File: src/rtl/mem_access_ctrl.sv
// mem_access_ctrl: valid/ready memory sequencer with MFC timeout, bounded retry and a back-pressured response channel.
module mem_access_ctrl #(
  parameter int DW        = 16,
  parameter int AW        = 16,
  parameter int TIMEOUT   = 255,
  parameter int MAX_RETRY = 2
) (
  input  logic          i_clk,
  input  logic          i_rst_n,
  input  logic          i_req_valid,
  output logic          o_req_ready,
  input  logic          i_req_we,
  input  logic [AW-1:0] i_req_addr,
  input  logic [DW-1:0] i_req_wdata,
  output logic          o_rsp_valid,
  input  logic          i_rsp_ready,
  output logic [DW-1:0] o_rsp_data,
  output logic          o_rsp_err,
  output logic          o_mem_en,
  output logic          o_mem_rw,
  output logic [AW-1:0] o_mem_addr,
  output logic [DW-1:0] o_mem_wdata,
  input  logic [DW-1:0] i_mem_rdata,
  input  logic          i_mfc,
  output logic          o_busy
);
  localparam int TW = $clog2(TIMEOUT + 1);
  localparam int RW = (MAX_RETRY > 0) ? $clog2(MAX_RETRY + 1) : 1;
  localparam logic [TW-1:0] T_LAST = TW'(TIMEOUT - 1);
  localparam logic [RW-1:0] R_MAX  = RW'(MAX_RETRY);
  typedef enum logic [1:0] {S_IDLE, S_WAIT, S_RETRY, S_RESP} state_t;
  state_t        r_state, w_next;
  logic [TW-1:0] r_tcnt;
  logic [RW-1:0] r_rcnt;
  logic          w_tout, w_retry;
  assign w_tout      = !i_mfc && r_tcnt == T_LAST;
  assign w_retry     = r_rcnt < R_MAX;
  assign o_req_ready = r_state == S_IDLE;
  assign o_busy      = r_state != S_IDLE;
  assign o_mem_en    = r_state == S_WAIT;
  assign o_rsp_valid = r_state == S_RESP;
  always_ff @(posedge i_clk or negedge i_rst_n)
    if (!i_rst_n) r_state <= S_IDLE;
    else          r_state <= w_next;
  always_comb begin
    w_next = r_state;
    case (r_state)
      S_IDLE:  w_next = i_req_valid ? S_WAIT : S_IDLE;
      S_WAIT:  w_next = i_mfc ? S_RESP : w_tout ? (w_retry ? S_RETRY : S_RESP) : S_WAIT;
      S_RETRY: w_next = S_WAIT;
      S_RESP:  w_next = i_rsp_ready ? S_IDLE : S_RESP;
      default: w_next = S_IDLE;
    endcase
  end
  // mfc has priority over a same-cycle timeout; counters saturate by construction
  always_ff @(posedge i_clk or negedge i_rst_n)
    if (!i_rst_n) begin
      r_tcnt      <= '0;
      r_rcnt      <= '0;
      o_mem_rw    <= 1'b0;
      o_mem_addr  <= '0;
      o_mem_wdata <= '0;
      o_rsp_data  <= '0;
      o_rsp_err   <= 1'b0;
    end else if (r_state == S_IDLE && i_req_valid) begin
      r_tcnt      <= '0;
      r_rcnt      <= '0;
      o_mem_rw    <= ~i_req_we;
      o_mem_addr  <= i_req_addr;
      o_mem_wdata <= i_req_wdata;
    end else if (r_state == S_WAIT) begin
      if (i_mfc) begin
        o_rsp_data <= o_mem_rw ? i_mem_rdata : '0;
        o_rsp_err  <= 1'b0;
      end else if (w_tout) begin
        r_tcnt <= '0;
        if (w_retry) r_rcnt <= r_rcnt + 1'b1;
        else begin
          o_rsp_data <= '0;
          o_rsp_err  <= 1'b1;
        end
      end else r_tcnt <= r_tcnt + 1'b1;
    end
endmodule

File: config.mk
export PLATFORM = sky130hd
export DESIGN_NAME = mem_access_ctrl
export DESIGN_NICKNAME = d
export VERILOG_FILES = /design/src/rtl/mem_access_ctrl.sv
export SDC_FILE = /design/constraint.sdc
export NUM_CORES = 1
export LEC_CHECK = 0
export CORE_MARGIN = 2
export CORE_UTILIZATION = 42
export CTS_CLUSTER_DIAMETER = 150
export DETAILED_ROUTE_END_ITERATION = 12
export HOLD_SLACK_MARGIN = 0.15
export PLACE_DENSITY = 0.9
export SLEW_MARGIN = 10
export SYNTH_ARGS = -nofsm -noshare
export SYNTH_HDL_FRONTEND = slang
export SYNTH_SLANG_ARGS = --single-unit
File: constraint.sdc
create_clock -name i_clk -period 2.15 [get_ports i_clk]
set_input_delay 0.215 -clock i_clk [delete_from_list [all_inputs] [get_ports i_clk]]
set_output_delay 0.215 -clock i_clk [all_outputs]
set_load 0.01 [all_outputs]
---- Yosys cells after proc, flatten, opt, wreduce, memory -nomap -nowiden ----
Cells that the tools add are included.
cells by class
  $add $sub $neg .......................... 2
  muxes and demuxes ....................... 22
  $lt $le $gt $ge ......................... 1
  equality and inequality tests ........... 6
  reductions and logical operators ........ 12
  bitwise logic cells ..................... 2
operators with widths
  kind                                                    count
  2-to-1 mux 16 bit                                       4
  2-to-1 mux 8 bit                                        4
  2-to-1 mux 2 bit                                        8
  nonzero test 2 bit                                      5
  adder 8 x 1 -> 8 bit (second input constant)            1
  == test 8 bit (second input constant)                   1
  one-hot mux 2 bit (4 select lines)                      1
  AND reduction 4 bit                                     2
  2-to-1 mux 1 bit                                        5
  == test 2 bit (second input constant)                   2
  adder 2 x 1 -> 2 bit (second input constant)            1
  == test 2 x 1 -> 1 bit (second input constant)          1
  logical AND 1 bit                                       2
  zero test 2 bit                                         1
  < comparator 2 bit (second input constant)              1
  inequality test 2 x 1 -> 1 bit (second input constant)  1
  inequality test 2 bit (second input constant)           1
  inverter 1 bit                                          2
  AND reduction 2 bit                                     1
  zero test 1 bit                                         1
storage, ports and cells
  logic and storage cells ................. 53
  bits of input ports ..................... 54
  flip-flop bits (word level) ............. 62
  output and inout bits ................... 54

---- Depth between registers and ports, before layout ----
  word-level depth ........................ 6
  gate-level depth with buffers ........... 7
  depth with buffers taken out ............ 6

---- Least setup slack after synthesis ----
No wires, ideal clock.
  path type ............................... register to register
  start point ............................. register r_tcnt[0]
  end point ............................... register o_rsp_data[0]
  arrival ................................. 1.406 ns
  data required time ...................... 2.029 ns
  period minus slack after synthesis ...... 1.527 ns
  setup slack ............................. 0.623 ns
  buffers on the path ..................... 1
  cell stages (with the launch flop) ...... 8
  cell sequence ........................... dfrtp_1 -> inv_1 -> ha_1 -> nand3_1 -> nor3_2 -> o21ai_2 -> buf_2 -> a22o_1
on the way
  cells in the longest elaborated chain, start to end .. 4
RTL lines
  element                               RTL line  RTL
  start: declaration                    33        logic [TW-1:0] r_tcnt;
  start signal: assignment              82        end else r_tcnt <= r_tcnt + 1'b1;
  == test 8 bit                         36        assign w_tout = !i_mfc && r_tcnt == T_LAST;
  logical AND 1 bit                     36
  nonzero test 2 bit (no source line)   -
  AND reduction 4 bit (no source line)  -
  end signal: assignment                73        o_rsp_data <= o_mem_rw ? i_mem_rdata : '0;
  end: declaration                      17        output logic [DW-1:0] o_rsp_data,
No other way between the ends.
A chain may end at the register's enable or synchronous reset.

---- Worst setup path after layout ----
  start point ............................. register r_state[0]
  end point ............................... output o_mem_en
on the way
  cells in the longest elaborated chain, start to end .. 1
RTL lines
  element                   RTL line  RTL
  start: declaration        32        state_t r_state, w_next;
  start signal: assignment  44        else r_state <= w_next;
  == test 2 x 1 -> 1 bit    40        assign o_mem_en = r_state == S_WAIT;
  end: declaration          19        output logic o_mem_en,
No other way between the ends.

==> impl_metrics.json <==
{
  "reg2reg_from": "r_tcnt[0]$_DFFE_PN0P_",
  "worstReg2RegEnd": "r_tcnt[2]$_DFFE_PN0P_",
  "grt_start_max_net_pins": 39,
  "p_per_area_nw_per_um2": 1310,
  "syn_area_um2": 2530,
  "tritoncts": "done",
  "cts_resized": 0,
  "gp_congestion": 0.888,
  "min-delay-start": "i_req_addr[6]",
  "worstPathArrival_ns": 1.63,
  "portBuffers": 107,
  "synth-seq-area-share": 0.614,
  "crit_start": "r_state[0]$_DFF_PN0_",
  "ys_ff_latch": 62,
  "holdPathStages": 3,
  "final_hold_viol_count": 0,
  "diodes": 0,
  "syn_nets": 309,
  "antenna_found_initial": 0,
  "hpwl_mm": 4.48,
  "initial_core_util": 0.432,
  "area_growth_pct": 52.6,
  "cts_root_buf": "clkbuf_8",
  "rows": 28,
  "clk_pin_slew_ns": 0.06,
  "outcome": "finished clean",
  "grt_pass1_wl_mm": 10.2,
  "grt_pass1_vias": 2224,
  "fmax_mhz": 543,
  "r2r_cells": 6,
  "min_period_over_period": 0.857,
  "yosysWarnings": 0,
  "power_frac_clock": 0.170,
  "numClockSinks": 62,
  "wl_mm": 6.21,
  "wl_per_cell_um": 14.0,
  "numCtsBuffers": 9,
  "drc": 0,
  "synth_ff_type": "dfrtp_1",
  "min_to": "o_mem_addr[6]$_DFFE_PN0N_",
  "synth_area_per_cell_um2": 9.99,
  "p_comb_frac": 0.433,
  "layout-drive-gt1-share": 0.0788,
  "p_int_mw": 3.35,
  "die_area_um2": 6650,
  "async_flop_share": 1.00,
  "post_cts_buffers": 0,
  "ir_worst_vdd_v": 0.000633,
  "final_common_cell": "clkdlybuf4s50_1",
  "tightest_slew_ns": 0.581,
  "track_usage": 0.202,
  "coreArea_um2": 5850,
  "layout_min_cycle_time_ns": 1.84,
  "final-max-slew-violation-count": 0,
  "vias": 2206,
  "regToRegSetupSlack_ns": 0.38,
  "drt-initial-drc-count": 115,
  "layout_common_cells": "clkdlybuf4s50_1, nand2_1, dfrtp_1, a22o_1, clkbuf_8",
  "worstPathRequired_ns": 1.93,
  "cp-start-kind": "flop",
  "io_pins": 108,
  "die_w_um": 81.6,
  "netSwitchingFraction": 0.337,
  "cap_violations": 0,
  "htree_levels": 3,
  "rsz0062_at_grt": "false",
  "leakagePower_nw": 1.77,
  "min_path_type": "in2reg",
  "overflow": 0,
  "via_per_inst": 4.98,
  "crit_type": "reg2out",
  "finClkSkew_ns": 0.00633,
  "cp_max_fo": 6,
  "clockBufferDepth": 2,
  "dr.pass1.iters": 4,
  "final_area_um2": 3860,
  "antenna_left": 0,
  "dpl_cell_area_um2": 3680,
  "setup_viol": 0,
  "crit_path_end_kind": "output port",
  "max-slew-margin-rel": 0.613,
  "p_switching_mw": 1.70,
  "power.share.sequential": 0.397,
  "fin_nets": 422,
  "syn_inst": 253,
  "synth_edf_count": 0,
  "fp.dieH_um": 81.6,
  "fin_setup_tns_ns": 0,
  "clkLatencyLatePin_ns": 0.32,
  "synthDistinctLibCells": 35
}
## critical path, cell delays in order (launching register included)
cell and delay (ns):
dfrtp_1 0.43, nor2b_2 0.29, clkdlybuf4s50_1 0.58
## cell type report
| type | count | area (µm²) |
|---|---|---|
| Sequential cell | 62 | 1550 |
| Timing Repair Buffer | 113 | 1130 |
| Tap cell | 75 | 93.8 |
| Multi-Input combinational cell | 174 | 900 |
| Clock inverter | 1 | 7.51 |
| Clock buffer | 12 | 155 |
| Fill cell | 457 | 1990 |
| Inverter | 6 | 22.5 |
## how the worst max path moves through the flow
stage	to	slack (ns)	depth (start not counted)
CTS	o_mem_en	0.31	2
global route	o_mem_en	0.22	2
finish	o_mem_en	0.31	2
floorplan	o_rsp_data[0]$_DFFE_PN0P_	0.62	7
global placement	r_rcnt[0]$_DFFE_PN0P_	0.31	5
detailed placement	r_rcnt[0]$_DFFE_PN0P_	0.28	5
## per-stage QoR
| step | utilization | std cells | total power [mW] | worst slack [ns] | hold slack (ns) |
|---|---|---|---|---|---|
| floorplan | - | 253 | 2.95 | 0.623 | -0.0806 |
| global placement | 0.630 | 429 | 4.14 | 0.310 | 0.232 |
| detailed placement | 0.630 | 429 | 4.22 | 0.277 | 0.241 |
| CTS | 0.659 | 443 | 5.12 | 0.310 | 0.400 |
| global route | 0.659 | 443 | 5.41 | 0.225 | 0.420 |
| finish | 0.659 | 443 | 5.05 | 0.308 | 0.415 |
## sequential cells by signal (all words and copies together) (netlist names)
name and count:
r_tcnt 8, o_rsp_err 1, o_mem_rw 1, r_rcnt 2
r_state 2, o_mem_addr 16, o_rsp_data 16, o_mem_wdata 16
## synth_stat cells, types with 2 or more instances
master	count	area (µm²)
or2_2	2	12.5
o21ai_0	6	30.0
dfrtp_1	62	1550
a22o_1	16	140
nand2_1	105	394
nor3b_1	2	15.0
clkbuf_1	4	15.0
a21oi_1	7	35.0
nand3_1	5	25.0
nor4_1	2	12.5
nor2_1	5	18.8
buf_2	5	25.0
inv_1	6	22.5
ha_1	2	25.0
o22ai_1	2	12.5
a31oi_1	3	18.8
## routing by layer
metal / track usage / vias to the layer above / part of all wire
met3: 0.0604 / 7 / 0.079
met4: 0.0867 / 0 / 0.0097
met2: 0.324 / 89 / 0.49
met5: 0 / - / 0
met1: 0.256 / 1041 / 0.42
li1: - / 1069 / -
## power groups by stage
stage               clock network (mW)  logic [mW]  registers, mW
finish                           0.857        2.19           2.01
global route                     0.945        2.39           2.08
CTS                              0.887        2.22           2.01
detailed placement                   0        2.21           2.01
global placement                     0        2.15           2.00
floorplan                            0       0.764           2.18
## repair_timing
action | 4_1_cts | 5_1_grt
setup endpoints to repair | 0 | 0
hold buffers | 1 | 0
endpoints found under the hold margin | 24 | 0
## logic make-up (layout without fill, tap and decap cells)
logic type | Yosys count | count (layout) | share of synthesized area
XOR/XNOR | 1 | 1 | 0.00347
flip-flops | 62 | 62 | 0.614
AND/OR/NAND/NOR | 131 | 131 | 0.228
AO/OA/AOI/OAI | 40 | 40 | 0.113
buffers and inverters | 17 | 132 | 0.0322
adder cells (fa/ha/maj) | 2 | 2 | 0.00990
Power figures use the tool's default switching activity.
